File: src/rtl/lighting_pkg.sv
// Shared state encoding and decode helpers for the lamp sequencing controller.
package lighting_pkg;

  typedef enum logic [2:0] {
    AUTO_IDLE    = 3'd0,
    AUTO_ON      = 3'd1,
    AUTO_HOLD    = 3'd2,
    AUTO_INHIBIT = 3'd3,
    MAN_OFF      = 3'd4,
    MAN_ON       = 3'd5
  } ctrl_state_t;

  function automatic logic lamp_on_f(ctrl_state_t s);
    return (s == AUTO_ON) || (s == AUTO_HOLD) || (s == MAN_ON);
  endfunction

  function automatic logic auto_mode_f(ctrl_state_t s);
    return (s == AUTO_IDLE) || (s == AUTO_ON) ||
           (s == AUTO_HOLD) || (s == AUTO_INHIBIT);
  endfunction

  function automatic int max_f(int a, int b);
    return (a > b) ? a : b;
  endfunction

endpackage

File: src/rtl/sync_2ff.sv
// Two-flop synchroniser for asynchronous sensor levels.
module sync_2ff (
  input  logic clk,
  input  logic rst,
  input  logic d_i,
  output logic q_o
);

  logic meta_q;
  logic sync_q;

  always_ff @(posedge clk) begin
    if (rst) begin
      meta_q <= 1'b0;
      sync_q <= 1'b0;
    end else begin
      meta_q <= d_i;
      sync_q <= meta_q;
    end
  end

  assign q_o = sync_q;

endmodule

File: src/rtl/lighting_mode_ctrl.sv
// Lamp sequencing controller: AUTO (presence + off-delay) and MANUAL
// (toggle) modes, switched by long press.
module lighting_mode_ctrl
  import lighting_pkg::*;
#(
  parameter int OFF_DELAY_T = 10000,
  parameter int INHIBIT_T   = 3000
) (
  input  logic clk,
  input  logic rst,
  input  logic short_press,
  input  logic long_press,
  input  logic presence,
  output logic lamp_on,
  output logic auto_mode,
  output logic inhibit
);

  localparam int CW =
    $clog2(max_f(OFF_DELAY_T, INHIBIT_T) + 1);
  localparam logic [CW-1:0] OFF_LD = CW'(OFF_DELAY_T - 1);
  localparam logic [CW-1:0] INH_LD = CW'(INHIBIT_T - 1);

  if (OFF_DELAY_T < 1 || INHIBIT_T < 1) begin : g_bad_param
    $error("OFF_DELAY_T and INHIBIT_T must be >= 1");
  end

  logic pres_s;

  sync_2ff u_pres_sync (
    .clk (clk),
    .rst (rst),
    .d_i (presence),
    .q_o (pres_s)
  );

  ctrl_state_t   state_q, state_d;
  logic [CW-1:0] cnt_q, cnt_d;
  logic          lamp_q, auto_q, inh_q;
  logic          cnt_zero;

  assign cnt_zero = (cnt_q == '0);

  always_comb begin
    state_d = state_q;
    cnt_d   = '0;
    unique case (state_q)
      AUTO_IDLE: begin
        if (long_press) begin
          state_d = MAN_OFF;
        end else if (short_press) begin
          state_d = AUTO_HOLD;
          cnt_d   = OFF_LD;
        end else if (pres_s) begin
          state_d = AUTO_ON;
        end
      end
      AUTO_ON: begin
        if (long_press) begin
          state_d = MAN_ON;
        end else if (short_press) begin
          state_d = AUTO_INHIBIT;
          cnt_d   = INH_LD;
        end else if (!pres_s) begin
          state_d = AUTO_HOLD;
          cnt_d   = OFF_LD;
        end
      end
      AUTO_HOLD: begin
        if (long_press) begin
          state_d = MAN_ON;
        end else if (short_press) begin
          state_d = AUTO_INHIBIT;
          cnt_d   = INH_LD;
        end else if (pres_s) begin
          state_d = AUTO_ON;
        end else if (cnt_zero) begin
          state_d = AUTO_IDLE;
        end else begin
          cnt_d = cnt_q - 1'b1;
        end
      end
      AUTO_INHIBIT: begin
        if (long_press) begin
          state_d = MAN_OFF;
        end else if (short_press) begin
          state_d = AUTO_HOLD;
          cnt_d   = OFF_LD;
        end else if (cnt_zero) begin
          state_d = AUTO_IDLE;
        end else begin
          cnt_d = cnt_q - 1'b1;
        end
      end
      MAN_OFF: begin
        if (long_press) begin
          state_d = AUTO_IDLE;
        end else if (short_press) begin
          state_d = MAN_ON;
        end
      end
      MAN_ON: begin
        // lamp stays lit across the mode change
        if (long_press) begin
          state_d = AUTO_HOLD;
          cnt_d   = OFF_LD;
        end else if (short_press) begin
          state_d = MAN_OFF;
        end
      end
      default: begin
        state_d = AUTO_IDLE;
      end
    endcase
  end

  always_ff @(posedge clk) begin
    if (rst) begin
      state_q <= AUTO_IDLE;
      cnt_q   <= '0;
      lamp_q  <= 1'b0;
      auto_q  <= 1'b1;
      inh_q   <= 1'b0;
    end else begin
      state_q <= state_d;
      cnt_q   <= cnt_d;
      lamp_q  <= lamp_on_f(state_d);
      auto_q  <= auto_mode_f(state_d);
      inh_q   <= (state_d == AUTO_INHIBIT);
    end
  end

  assign lamp_on   = lamp_q;
  assign auto_mode = auto_q;
  assign inhibit   = inh_q;

endmodule

File: config.mk
export PLATFORM = sky130hd
export DESIGN_NAME = lighting_mode_ctrl
export DESIGN_NICKNAME = d
export VERILOG_FILES = /design/src/rtl/lighting_pkg.sv /design/src/rtl/sync_2ff.sv /design/src/rtl/lighting_mode_ctrl.sv
export SDC_FILE = /design/constraint.sdc
export NUM_CORES = 1
export LEC_CHECK = 0
export CAP_MARGIN = 20
export CORE_MARGIN = 2
export CORE_UTILIZATION = 40
export CTS_BUF_LIST = sky130_fd_sc_hd__clkbuf_8
export CTS_CLUSTER_DIAMETER = 50
export CTS_CLUSTER_SIZE = 24
export DETAILED_ROUTE_END_ITERATION = 8
export DONT_BUFFER_PORTS = 1
export PLACE_DENSITY = 0.51
export SLEW_MARGIN = 25
export SYNTH_ARGS = -nofsm -noshare
export SYNTH_HDL_FRONTEND = slang
export SYNTH_SLANG_ARGS = --single-unit
File: constraint.sdc
create_clock -name clk -period 5 [get_ports clk]
set_input_delay 0.75 -clock clk [delete_from_list [all_inputs] [get_ports clk]]
set_output_delay 0.75 -clock clk [all_outputs]
set_load 0.1 [all_outputs]
==> run metrics <==
status complete, no violations; total global routing track utilization 0.182; critical path arrival 2.39 ns; Seq/Total Area, Yosys 0.340; Cell Chain, Critical Path inv_1, ha_1, or4b_4, nor4_4, a2bb2oi_2, o21a_1, nor3_2; Clock Path Buffers 2; vias in the first global route 1071; RSZ-0062 raised after global routing false; synthesized area 1290 um2; clk slew on worst S/H paths 0.08 ns; root cell of the clock tree clkbuf_8; slowest stage delay, CP 0.52 ns; first-pass GRT wire length 5040 um; Remaining DRCs 0; Layout Area Growth over Synthesis 5.41%; critical path's slowest cell or4b_4; CP Max Fanout 8; WL/cell 14.9 um; Power Density 318 nW/um2; synth unique cells 45; post-synth top area share 0.340; DP Worst Slack 2.80 ns; Hold Path Class reg -> reg; CTS tree yes; # diodes 0; DP HPWL 2070 um; Max Cap Viol 0; cts bufs inserted 3; total die area 3710 um2; FMAX 448 MHz; latest clock arrival within the worst-skew pair 0.26 ns; asr flop ratio synth 0; worst hold stages 1; # fillers 312; worst-margin pin slew 0.933 ns; # setup viols final 0; PortBufs 0; share of cells above drive strength 1 0.133; CP Class reg -> reg; Final Instance Count excl. Fillers 194; CP top delay family simple AND/OR/NAND/NOR gates; cts-stage hold buffer count 0; CP required 5.16 ns; I/O Pins 8; H-tree lvl count 1; Setup Skew 0.00214 ns; drt first pass iters 4; area leader, netlist dfxtp_1; num rows 20; Nets 158; WP buf/inv 1; Worst Setup End Kind flop; Slew Limit Fails 0; synth warn 0; antenna violations before repair 0; period utilisation layout 0.446; Post-synth EDFFs 0; Via density 5.82; Area contributors post-synth dfxtp_1, nor2_1, a21oi_1; Core Area 3080 um2; Overflow after GRT 0; placed cell count 191; Worst R2R Path Depth 7; initial cell density of the core 0.421; largest net degree at the start of global routing 20; final core occ 0.443; Placer Congestion 0.792; Post-synth top flop dfxtp_1; Crit path depth 7; Die X-Extent 60.9 um; Rel. slew slack 0.377; Clock Sinks 22; Final Worst Setup Slack 2.77 ns; Initial DRC Count 70; Yosys reg bits 22; Syn Inst Count 154; Post-Syn Nets 160; Startpoint Class flop; via count 1130; postcts setup bufs 0; final setup TNS 0 ns; Die H 60.9 um; static leakage 0.512 nW; Post-DRT Antenna Nets 0; Final Hold Viols 0; worst IR drop on VDD 0.124 mV; Mapped Avg Cell Area 8.41 um2; crit path time final 2.23 ns; total wire length 2900 um; post-CTS sizing 0
==> sequential cells by signal (all words and copies together), names as in the netlist <==
name and count:
cnt_q 14, state_q 3, auto_mode 1, inhibit 1
lamp_on 1, u_pres_sync.meta_q 1, u_pres_sync.q_o 1
==> final timing paths <==
| kind | endpoint | startpoint | slack, ns |
|---|---|---|---|
| setup / recovery | lamp_on$_SDFF_PP0_ | cnt_q[0]$_SDFF_PP0_ | 2.77 |
| hold / removal | u_pres_sync.q_o$_SDFF_PP0_ | u_pres_sync.meta_q$_SDFF_PP0_ | 0.45 |
| setup reg to reg | lamp_on$_SDFF_PP0_ | cnt_q[0]$_SDFF_PP0_ | 2.77 |
| hold reg to reg | u_pres_sync.q_o$_SDFF_PP0_ | u_pres_sync.meta_q$_SDFF_PP0_ | 0.45 |
==> cell type report <==
cell class / instances / area, um2 / share of cell area
Sequential cell: 22 / 440 / 0.323
Multi-Input combinational cell: 119 / 806 / 0.590
Inverter: 6 / 22.5 / 0.0165
Tap cell: 44 / 55.1 / 0.0403
Clock buffer: 3 / 41.3 / 0.0302
==> cells by family (layout without fill, tap and decap cells) <==
| logic type | count (synthesis) | after routing | share of synthesized area |
|---|---|---|---|
| flops | 22 | 22 | 0.340 |
| fa+ha+maj | 1 | 1 | 0.00966 |
| xor+xnor | 6 | 6 | 0.0406 |
| compound gates | 44 | 44 | 0.238 |
| simple gates | 65 | 65 | 0.310 |
| mux | 3 | 3 | 0.0242 |
| buf+inv | 13 | 9 | 0.0377 |
==> cells in the mapped netlist, drive strengths merged (2+ instances only) <==
master,instances
xnor2,4
nand3,5
or2,4
o21a,6
inv,6
o31ai,3
nand4b,2
or4,5
o21ai,9
clkbuf,6
nor2,15
a31oi,2
xor2,2
nor4b,2
o31a,2
nor2b,4
or4b,2
nand2b,4
nor4,6
dfxtp,22
a21o,5
nor3,7
mux2i,2
nand2,7
a21oi,9
==> through the flow <==
stage	total power, W	hold WS (ns)	cell area (um2)
2_1_floorplan	0.000308	0.414	1290
3_5_place_dp	0.000323	0.433	1320
4_1_cts	0.000434	0.448	1370
6_report	0.000434	0.448	1370
5_1_grt	0.000459	0.466	1370
3_3_place_gp	0.000323	0.428	1320
==> report_power, final <==
part           switching [W]  internal [W]
Sequential         0.0000292      0.000185
Combinational      0.0000554     0.0000516
Clock              0.0000588     0.0000539
Total               0.000143      0.000290
==> worst reg2reg max path: stages (launching register included) <==
cell and delay (ns):
dfxtp_1 0.35, inv_1 0.07, ha_1 0.21, or4b_4 0.52
nor4_4 0.51, a2bb2oi_2 0.26, o21a_1 0.17, nor3_2 0.04
==> metal layers <==
layer | wire length [um] | GRT usage | vias to the layer above
met1 | 1440 | 0.256 | 542
met4 | 51 | 0.0745 | 0
li1 | - | - | 559
met2 | 1300 | 0.276 | 21
met3 | 111 | 0.0277 | 8
met5 | 0 | 0 | -
==> placed cells by master (no fill, tap or decap), types with 2 or more instances in the layout <==
cell and n:
nor2_1 15, dfxtp_1 22, o21a_1 6, nor2b_1 4, inv_1 6, xnor2_1 4, xor2_1 2, nor4_1 5
a31oi_1 2, nand4b_1 2, o31a_1 2, o21ai_0 9, a21o_1 3, mux2i_1 2, o31ai_1 3, or2_2 4
nand2b_1 4, nand3_1 5, or4_1 3, nand2_1 7, a21o_2 2, clkbuf_8 3, nor3_1 6, a21oi_1 9
(Power assumes the default switching activity.)
